File: src/rtl/serial_sum_pkg.sv
// Shared definitions for the serial sum packer: state encoding and default word width.
package serial_sum_pkg;
  localparam int DEFAULT_WIDTH = 8;

  typedef enum logic [1:0] {
    IDLE = 2'd0,
    FILL = 2'd1,
    HOLD = 2'd2
  } state_e;
endpackage

File: src/rtl/bit_counter.sv
// Saturating up-counter with synchronous clear and load; clear wins over load, load over increment.
module bit_counter #(
  parameter int W   = 4,
  parameter int MAX = 15
) (
  input  logic         clk,
  input  logic         rst_n,
  input  logic         clr,
  input  logic         load,
  input  logic [W-1:0] load_val,
  input  logic         inc,
  output logic [W-1:0] cnt
);
  logic [W-1:0] cnt_q, cnt_d;

  always_comb begin
    cnt_d = cnt_q;
    if (clr) begin
      cnt_d = '0;
    end else if (load) begin
      cnt_d = load_val;
    end else if (inc && (cnt_q != W'(MAX))) begin
      cnt_d = cnt_q + W'(1);
    end
  end

  always_ff @(posedge clk or negedge rst_n) begin
    if (!rst_n) cnt_q <= '0;
    else        cnt_q <= cnt_d;
  end

  assign cnt = cnt_q;
endmodule

File: src/rtl/serial_sum_packer.sv
// Packs sum/carry bit pairs from a serial adder into WIDTH-bit words, counting carries,
// with a single held word presented to a ready/valid consumer and a sticky drop flag.
module serial_sum_packer
  import serial_sum_pkg::*;
#(
  parameter int WIDTH = DEFAULT_WIDTH
) (
  input  logic                       clk,
  input  logic                       rst_n,
  input  logic                       bit_valid,
  input  logic                       a_in,
  input  logic                       cout_in,
  input  logic                       out_ready,
  output logic                       out_valid,
  output logic [WIDTH-1:0]           out_word,
  output logic [$clog2(WIDTH+1)-1:0] out_carries,
  output logic                       overflow
);
  localparam int CW = $clog2(WIDTH + 1);

  state_e           state_q, state_d;
  logic [WIDTH-1:0] word_q, word_d;
  logic [CW-1:0]    carries_q, carries_d;
  logic             valid_q;
  logic             ovf_q, ovf_d;
  logic [CW-1:0]    cnt;
  logic             cnt_clr, cnt_load, cnt_inc;

  bit_counter #(
    .W  (CW),
    .MAX(WIDTH - 1)
  ) u_bit_counter (
    .clk     (clk),
    .rst_n   (rst_n),
    .clr     (cnt_clr),
    .load    (cnt_load),
    .load_val(CW'(1)),
    .inc     (cnt_inc),
    .cnt     (cnt)
  );

  always_comb begin
    state_d   = state_q;
    word_d    = word_q;
    carries_d = carries_q;
    ovf_d     = ovf_q;
    cnt_clr   = 1'b0;
    cnt_load  = 1'b0;
    cnt_inc   = 1'b0;
    case (state_q)
      IDLE, FILL: begin
        if (bit_valid) begin
          for (int i = 0; i < WIDTH; i++) begin
            if (cnt == CW'(i)) word_d[i] = a_in;
          end
          carries_d = carries_q + CW'(cout_in);
          if (cnt == CW'(WIDTH - 1)) begin
            state_d = HOLD;
            cnt_clr = 1'b1;
          end else begin
            state_d = FILL;
            cnt_inc = 1'b1;
          end
        end
      end
      HOLD: begin
        if (out_ready) begin
          // Transfer: the word buffer is reused, so it restarts from zero.
          if (bit_valid) begin
            word_d    = WIDTH'(a_in);
            carries_d = CW'(cout_in);
            cnt_load  = 1'b1;
            state_d   = FILL;
          end else begin
            word_d    = '0;
            carries_d = '0;
            cnt_clr   = 1'b1;
            state_d   = IDLE;
          end
        end else if (bit_valid) begin
          ovf_d = 1'b1;
        end
      end
      default: begin
        state_d = IDLE;
        cnt_clr = 1'b1;
      end
    endcase
  end

  always_ff @(posedge clk or negedge rst_n) begin
    if (!rst_n) begin
      state_q   <= IDLE;
      word_q    <= '0;
      carries_q <= '0;
      valid_q   <= 1'b0;
      ovf_q     <= 1'b0;
    end else begin
      state_q   <= state_d;
      word_q    <= word_d;
      carries_q <= carries_d;
      valid_q   <= (state_d == HOLD);
      ovf_q     <= ovf_d;
    end
  end

  assign out_valid   = valid_q;
  assign out_word    = word_q;
  assign out_carries = carries_q;
  assign overflow    = ovf_q;

`ifdef FORMAL
  logic          f_bit_q, f_seen_q;
  (* anyconst *) logic [CW-1:0] f_idx;

  always_comb begin
    assume (f_idx < CW'(WIDTH));
    if (!rst_n) assume (!bit_valid);
    assert (valid_q == (state_q == HOLD));
    if (rst_n) begin
      assert (cnt < CW'(WIDTH));
      if (state_q == HOLD) assert (carries_q <= CW'(WIDTH));
      else                 assert (carries_q <= cnt);
    end
  end

  restrict property (@(posedge clk) !valid_q |=> $stable(out_ready));

  // Remember the bit written at the chosen index of the current word.
  always_ff @(posedge clk or negedge rst_n) begin
    if (!rst_n) begin
      f_bit_q  <= 1'b0;
      f_seen_q <= 1'b0;
    end else if ((state_q == HOLD) && out_ready) begin
      f_seen_q <= bit_valid && (f_idx == '0);
      f_bit_q  <= a_in;
    end else if (bit_valid && (state_q != HOLD) && (cnt == f_idx)) begin
      f_seen_q <= 1'b1;
      f_bit_q  <= a_in;
    end
  end

  always_comb begin
    if (rst_n && f_seen_q) assert (word_q[f_idx] == f_bit_q);
  end
`endif
endmodule
File: config.mk
export PLATFORM = sky130hd
export DESIGN_NAME = serial_sum_packer
export DESIGN_NICKNAME = d
export VERILOG_FILES = /design/src/rtl/serial_sum_pkg.sv /design/src/rtl/bit_counter.sv /design/src/rtl/serial_sum_packer.sv
export SDC_FILE = /design/constraint.sdc
export NUM_CORES = 1
export LEC_CHECK = 0
export ABC_AREA = 1
export CELL_PAD_IN_SITES_DETAIL_PLACEMENT = 0
export CELL_PAD_IN_SITES_GLOBAL_PLACEMENT = 1
export CORE_ASPECT_RATIO = 1.2
export CORE_MARGIN = 2
export CORE_UTILIZATION = 35
export DETAILED_ROUTE_END_ITERATION = 10
export PLACE_DENSITY_LB_ADDON = 0.1
export SLEW_MARGIN = 20
export SYNTH_ARGS = -nofsm -noshare
export SYNTH_HDL_FRONTEND = slang
export SYNTH_HIERARCHICAL = 1
export SYNTH_SLANG_ARGS = --single-unit
File: constraint.sdc
create_clock -name clk -period 1.94 [get_ports clk]
set_clock_uncertainty 0.15 [all_clocks]
set_input_delay 0.388 -clock clk [delete_from_list [all_inputs] [get_ports clk]]
set_output_delay 0.388 -clock clk [all_outputs]
set_load 0.03 [all_outputs]
==> flow_metrics.env, run 1 <==
export IMPL_crit_buf_inv=1
export IMPL_synthXorXnorAreaFrac_pct=0.7361
export IMPL_tritoncts="yes"
export IMPL_syn_to_final_growth_pct=31.97
export IMPL_grtUsageMet2_pct=24.43
export IMPL_layout_setup_ws_ns=0.04185
export IMPL_place_ws_ns=-0.07065
export IMPL_synthCells=164
export IMPL_clock_sinks=20
export IMPL_clock_path_buffers=2
export IMPL_hold_viol=0
export IMPL_r2r_slack_ns=0.24
export IMPL_crit_family="buffers and inverters"
export IMPL_critPathArrivalTime_ns=1.36
export IMPL_r2r_start="u_bit_counter/cnt[3]"
export IMPL_ff_latch_area_um2=500.5
export IMPL_cap_violations=0
export IMPL_vias=1069
export IMPL_fmax_mhz=526.8
export IMPL_postCtsSetupRepairBufs=0
export IMPL_fillers=344
export IMPL_cp_max_fo=4
export IMPL_dieWidth_um=57.23
export IMPL_critPathLaunchType="register"
export IMPL_clk_insertion_delay_late_ns=0.26
export IMPL_peakVddDrop_mv=0.6702
export IMPL_synth_area_um2=1190
export IMPL_post_route_min_period_ns=1.898
export IMPL_clkTransAtPathRegs_ns=0.08
export IMPL_synth_top_family_by_area="simple AND/OR/NAND/NOR gates"
export IMPL_start_util_pct=35.95
export IMPL_syn_mean_instance_area_um2=7.255
export IMPL_wl_mm=2.564
export IMPL_die_h_um=67.87
export IMPL_required_ns=1.40
export IMPL_core_area_um2=3309
export IMPL_critPathMaxStageDelay_ns=0.69
export IMPL_route_detailed_drc=0
export IMPL_htreeDepth=1
export IMPL_ys_types=23
export IMPL_dr_first_iter_drc_count=36
export IMPL_crit_chain="clkdlybuf4s50_1"
export IMPL_yosys_mux_area_fraction_pct=0.8412
export IMPL_rows=23
export IMPL_overflow=0
export IMPL_drive_gt1_share_pct=13.00
export IMPL_slew_violations=0
export IMPL_cts_hold_buf=0
export IMPL_via_per_inst=4.511
export IMPL_grt_setup_unrepaired="no"
export IMPL_busiest_layer="met2"
export IMPL_status="complete, no violations"
export IMPL_cts_inserted_buffers=3
export IMPL_hp_class="input pin to asynchronous set/reset pin"
export IMPL_routedWlPerCell_um=10.82
export IMPL_crit_path_end_kind="primary output"
export IMPL_synth_seq_cells=20
export IMPL_dieArea_um2=3884
export IMPL_dp_hpwl_mm=1.951
export IMPL_regToRegEndpoint="u_bit_counter/cnt[3]"
export IMPL_fin_nets=210
export IMPL_grt_util_met1_pct=18.37
export IMPL_power_per_cell_area_nw_per_um2=1345
export IMPL_ctsResizeCount=0
export IMPL_period_share_pct=97.84
export IMPL_crit_type="register to primary output"
export IMPL_hold_ws_ns=0.3192
export IMPL_setup_viol=0
export IMPL_finalSetupTns_ns=0
export IMPL_yosysWarnings=6
export IMPL_synthSimpleGateAreaFrac_pct=39.64
export IMPL_antenna_found_initial=0
export IMPL_root_buffer="clkbuf_8"
export IMPL_synth_adder_area_share_pct=3.155
export IMPL_ys_seq_area_share_pct=42.06
export IMPL_total_power_mw=2.112
export IMPL_grt_pass1_wl_mm=4.333
export IMPL_grt_max_degree=21
export IMPL_slowest_stage="clkdlybuf4s50_1"
export IMPL_grt_use_total_pct=14.39
export IMPL_n_antenna_cell=0
export IMPL_grtUsageMet3_pct=2.647
export IMPL_multi_input_area_um2=613.1
export IMPL_place_gp_congestion=0.7618
export IMPL_synth_compound_area_share_pct=5.889
export IMPL_ant_nets=0
export IMPL_firstDrtPassIters=4
export IMPL_power_leakage_nw=0.8575
export IMPL_grt_pass1_vias=964
export IMPL_num_io_pins=20
export IMPL_port_buffers=19
export IMPL_ff2ff_path_depth=7
## layout by cell type (no fill, tap or decap)
cell	synthesis	layout
clkdlybuf4s50_1	0	19
buf_4	0	13
o31ai_1	1	1
xor2_1	1	1
nor2_4	2	2
o21bai_1	1	1
nor2_1	14	14
a21oi_1	1	1
inv_2	2	2
o21ai_1	3	3
mux2i_1	1	1
dfrtp_1	20	20
nand2_8	1	1
nand3_1	20	20
nand2_2	2	2
o21ai_0	7	7
nand2_4	2	2
or2_0	1	1
ha_1	3	3
nand4_1	1	1
nand2_1	61	61
inv_1	16	16
clkbuf_8	0	4
conb_1	2	4
## Yosys cell counts
master    count  area, um^2
a21oi_1       1       5.000
buf_2         1       5.000
buf_6         1       11.26
conb_1        2       7.510
dfrtp_1      20       500.5
ha_1          3       37.54
inv_1        16       60.06
inv_2         2       7.510
mux2i_1       1       10.01
nand2_1      61       229.0
nand2_2       2       12.51
nand2_4       2       22.52
nand2_8       1       20.02
nand3_1      20       100.1
nand4_1       1       6.260
nor2_1       14       52.55
nor2_4        2       22.52
o21ai_0       7       35.03
o21ai_1       3       15.01
o21bai_1      1       7.510
o31ai_1       1       7.510
or2_0         1       6.260
xor2_1        1       8.760
## state kept, by name, summed over array words and instances, names as in the netlist
register	cells
u_bit_counter/cnt	4
out_carries	4
state_q	2
out_valid	1
out_word	8
overflow	1
## where the power goes
part	total [mW]	switching, mW	internal (mW)
registers	0.713	0.141	0.572
logic	1.07	0.626	0.442
clock network	0.331	0.150	0.181
total	2.11	0.917	1.19
## kinds of logic after synthesis
kind of cell,after synthesis
and+or+nand+nor,104
DFF,20
buffers and inverters,20
AOI/OAI and AO/OA,13
adders and majority gates,3
other,2
xor gates and xnor gates,1
muxes,1
## worst max-delay path by stage
stage	from	endpoint	slack, ns	depth (start not counted)
floorplan	u_bit_counter/cnt[2]	u_bit_counter/cnt[3]	0.37	8
global placement	bit_valid	u_bit_counter/cnt[2]	0.004	9
detailed placement	bit_valid	u_bit_counter/cnt[3]	-0.07	9
CTS	out_carries[2]	out_carries[2]	0.03	1
global route	out_carries[2]	out_carries[2]	0.006	1
finish	out_carries[2]	out_carries[2]	0.04	1
## metal layers
layer  routed length, um  vias to the layer above
met5                   0                        -
met4                  37                        0
met3                  87                        5
met2                1245                       16
met1                1193                      463
li1                    -                      585
## cell type report
type | instances | share of cell area (%)
repair buffers | 32 | 18.33
multi-input cells | 126 | 39.04
inverters | 18 | 4.303
well taps | 37 | 2.948
clock buffers | 4 | 3.506
flip-flops and latches | 20 | 31.87
## through the flow
step	cell area, um^2	utilization [%]	cells
6_report	1570	47.45	237
3_3_place_gp	1515	45.78	233
3_5_place_dp	1515	45.78	233
2_1_floorplan	1197	-	166
4_1_cts	1570	47.45	237
5_1_grt	1570	47.45	237
No activity file was read; power rests on OpenSTA's default activity.
==> inputs of run 2 (changes only) <==
--- a/config.mk
+++ b/config.mk
@@ -9,7 +9,7 @@
 export CELL_PAD_IN_SITES_DETAIL_PLACEMENT = 0
 export CELL_PAD_IN_SITES_GLOBAL_PLACEMENT = 1
 export CORE_ASPECT_RATIO = 1.2
-export CORE_MARGIN = 2
+export CORE_MARGIN = 5
 export CORE_UTILIZATION = 35
 export DETAILED_ROUTE_END_ITERATION = 10
 export PLACE_DENSITY_LB_ADDON = 0.1
==> flow_metrics.env, run 2 (synthesis gave the netlist of run 1 again) <==
export IMPL_status="complete, no violations"
export IMPL_ant_nets=0
export IMPL_grt_pass1_wl_mm=4.602
export IMPL_vias=1098
export IMPL_r2r_start="u_bit_counter/cnt[3]"
export IMPL_ff2ff_path_depth=7
export IMPL_fmax_mhz=539.6
export IMPL_largest_reg_flops=8
export IMPL_overflow=0
export IMPL_crit_chain="clkdlybuf4s50_1"
export IMPL_grt_setup_unrepaired="no"
export IMPL_rows=23
export IMPL_grt_use_total_pct=12.11
export IMPL_grt_max_degree=21
export IMPL_firstDrtPassIters=4
export IMPL_start_util_pct=35.95
export IMPL_total_power_mw=2.109
export IMPL_critPathArrivalTime_ns=1.32
export IMPL_slew_violations=0
export IMPL_fin_nets=210
export IMPL_crit_buf_inv=1
export IMPL_via_per_inst=4.633
export IMPL_cap_violations=0
export IMPL_layout_commonest_cell="nand2_1"
export IMPL_grt_pass1_vias=1068
export IMPL_dr_first_iter_drc_count=47
export IMPL_wl_mm=2.633
export IMPL_route_detailed_drc=0
export IMPL_required_ns=1.40
export IMPL_routedWlPerCell_um=11.11
export IMPL_root_buffer="clkbuf_8"
export IMPL_clk_insertion_delay_late_ns=0.26
export IMPL_cts_hold_buf=0
export IMPL_clkTransAtPathRegs_ns=0.08
export IMPL_critPathLaunchType="register"
export IMPL_power_per_cell_area_nw_per_um2=1339
export IMPL_cts_inserted_buffers=3
export IMPL_r2r_slack_ns=0.28
export IMPL_cp_max_fo=3
export IMPL_slowest_stage="clkdlybuf4s50_1"
export IMPL_layout_cells_most_common_list="nand2_1, nand3_1, dfrtp_1"
export IMPL_regToRegEndpoint="u_bit_counter/cnt[3]"
export IMPL_antenna_found_initial=0
export IMPL_power_leakage_nw=0.8843
export IMPL_period_share_pct=95.54
export IMPL_place_ws_ns=-0.02811
export IMPL_postCtsSetupRepairBufs=0
export IMPL_tritoncts="yes"
export IMPL_crit_path_end_kind="primary output"
export IMPL_core_area_um2=3309
export IMPL_port_buffers=19
export IMPL_dieArea_um2=4670
export IMPL_crit_type="register to primary output"
export IMPL_crit_start="out_carries[0]"
export IMPL_layout_setup_ws_ns=0.08661
export IMPL_drive_gt1_share_pct=13.00
export IMPL_hold_viol=0
export IMPL_n_antenna_cell=0
export IMPL_finalSetupTns_ns=0
export IMPL_clock_sinks=20
export IMPL_peakVddDrop_mv=0.7195
export IMPL_crit_family="buffers and inverters"
export IMPL_htreeDepth=1
export IMPL_place_gp_congestion=0.7799
export IMPL_critPathMaxStageDelay_ns=0.68
export IMPL_hp_class="input pin to asynchronous set/reset pin"
export IMPL_syn_to_final_growth_pct=32.39
export IMPL_post_route_min_period_ns=1.853
export IMPL_num_io_pins=20
export IMPL_clock_path_buffers=2
export IMPL_die_h_um=73.87
export IMPL_setup_viol=0
export IMPL_dieWidth_um=63.23
export IMPL_dp_hpwl_mm=2.007
run 2: worst max path at each step:
stage                      endpoint  slack, ns  cells past startpoint
3_5_place_dp   u_bit_counter/cnt[1]      -0.03                      9
6_report             out_carries[0]       0.09                      1
5_1_grt              out_carries[0]       0.04                      1
3_3_place_gp   u_bit_counter/cnt[3]       0.01                      9
2_1_floorplan  u_bit_counter/cnt[3]       0.37                      8
4_1_cts              out_carries[2]       0.02                      1
run 2: per-layer routing:
| metal | global-route usage (%) | part of all wire, % |
|---|---|---|
| met4 | 4.157 | 1.2 |
| met3 | 1.682 | 3.4 |
| met1 | 15.36 | 47 |
| met2 | 21.09 | 48 |
| met5 | 0 | 0 |
run 2: area by class of cell:
cell class / count / area, um^2
Clock buffer: 4 / 55.05
Inverter: 18 / 67.56
Fill cell: 335 / 1734
Timing Repair Buffer: 32 / 292.8
Multi-Input combinational cell: 126 / 613.1
Tap cell: 37 / 46.29
Sequential cell: 20 / 500.5
run 2: report_power, final:
part | switching [mW] | internal [mW]
logic | 0.630 | 0.437
registers | 0.144 | 0.572
clock network | 0.146 | 0.181
run 2: what timing repair did:
action / 4_1_cts / 5_1_grt
gates resized for setup: 0 / 2
setup endpoints to repair: 0 / 2
hold endpoints to repair: 0 / 0
run 2: through the flow:
step | cells | hold WS, ns | utilization [%] | instance area (um^2)
2_1_floorplan | 166 | -0.05759 | - | 1197
3_3_place_gp | 233 | 0.3020 | 45.78 | 1515
3_5_place_dp | 233 | 0.3069 | 45.78 | 1515
4_1_cts | 237 | 0.3271 | 47.45 | 1570
5_1_grt | 237 | 0.3575 | 47.60 | 1575
6_report | 237 | 0.3213 | 47.60 | 1575
==> inputs of run 3 (changes only) <==
--- a/config.mk
+++ b/config.mk
@@ -18,3 +18,4 @@
 export SYNTH_HDL_FRONTEND = slang
 export SYNTH_HIERARCHICAL = 1
 export SYNTH_SLANG_ARGS = --single-unit
+export TNS_END_PERCENT = 1
==> results of run 3 <==
No change in the layout: final DEF, timing and power equal those of run 2.
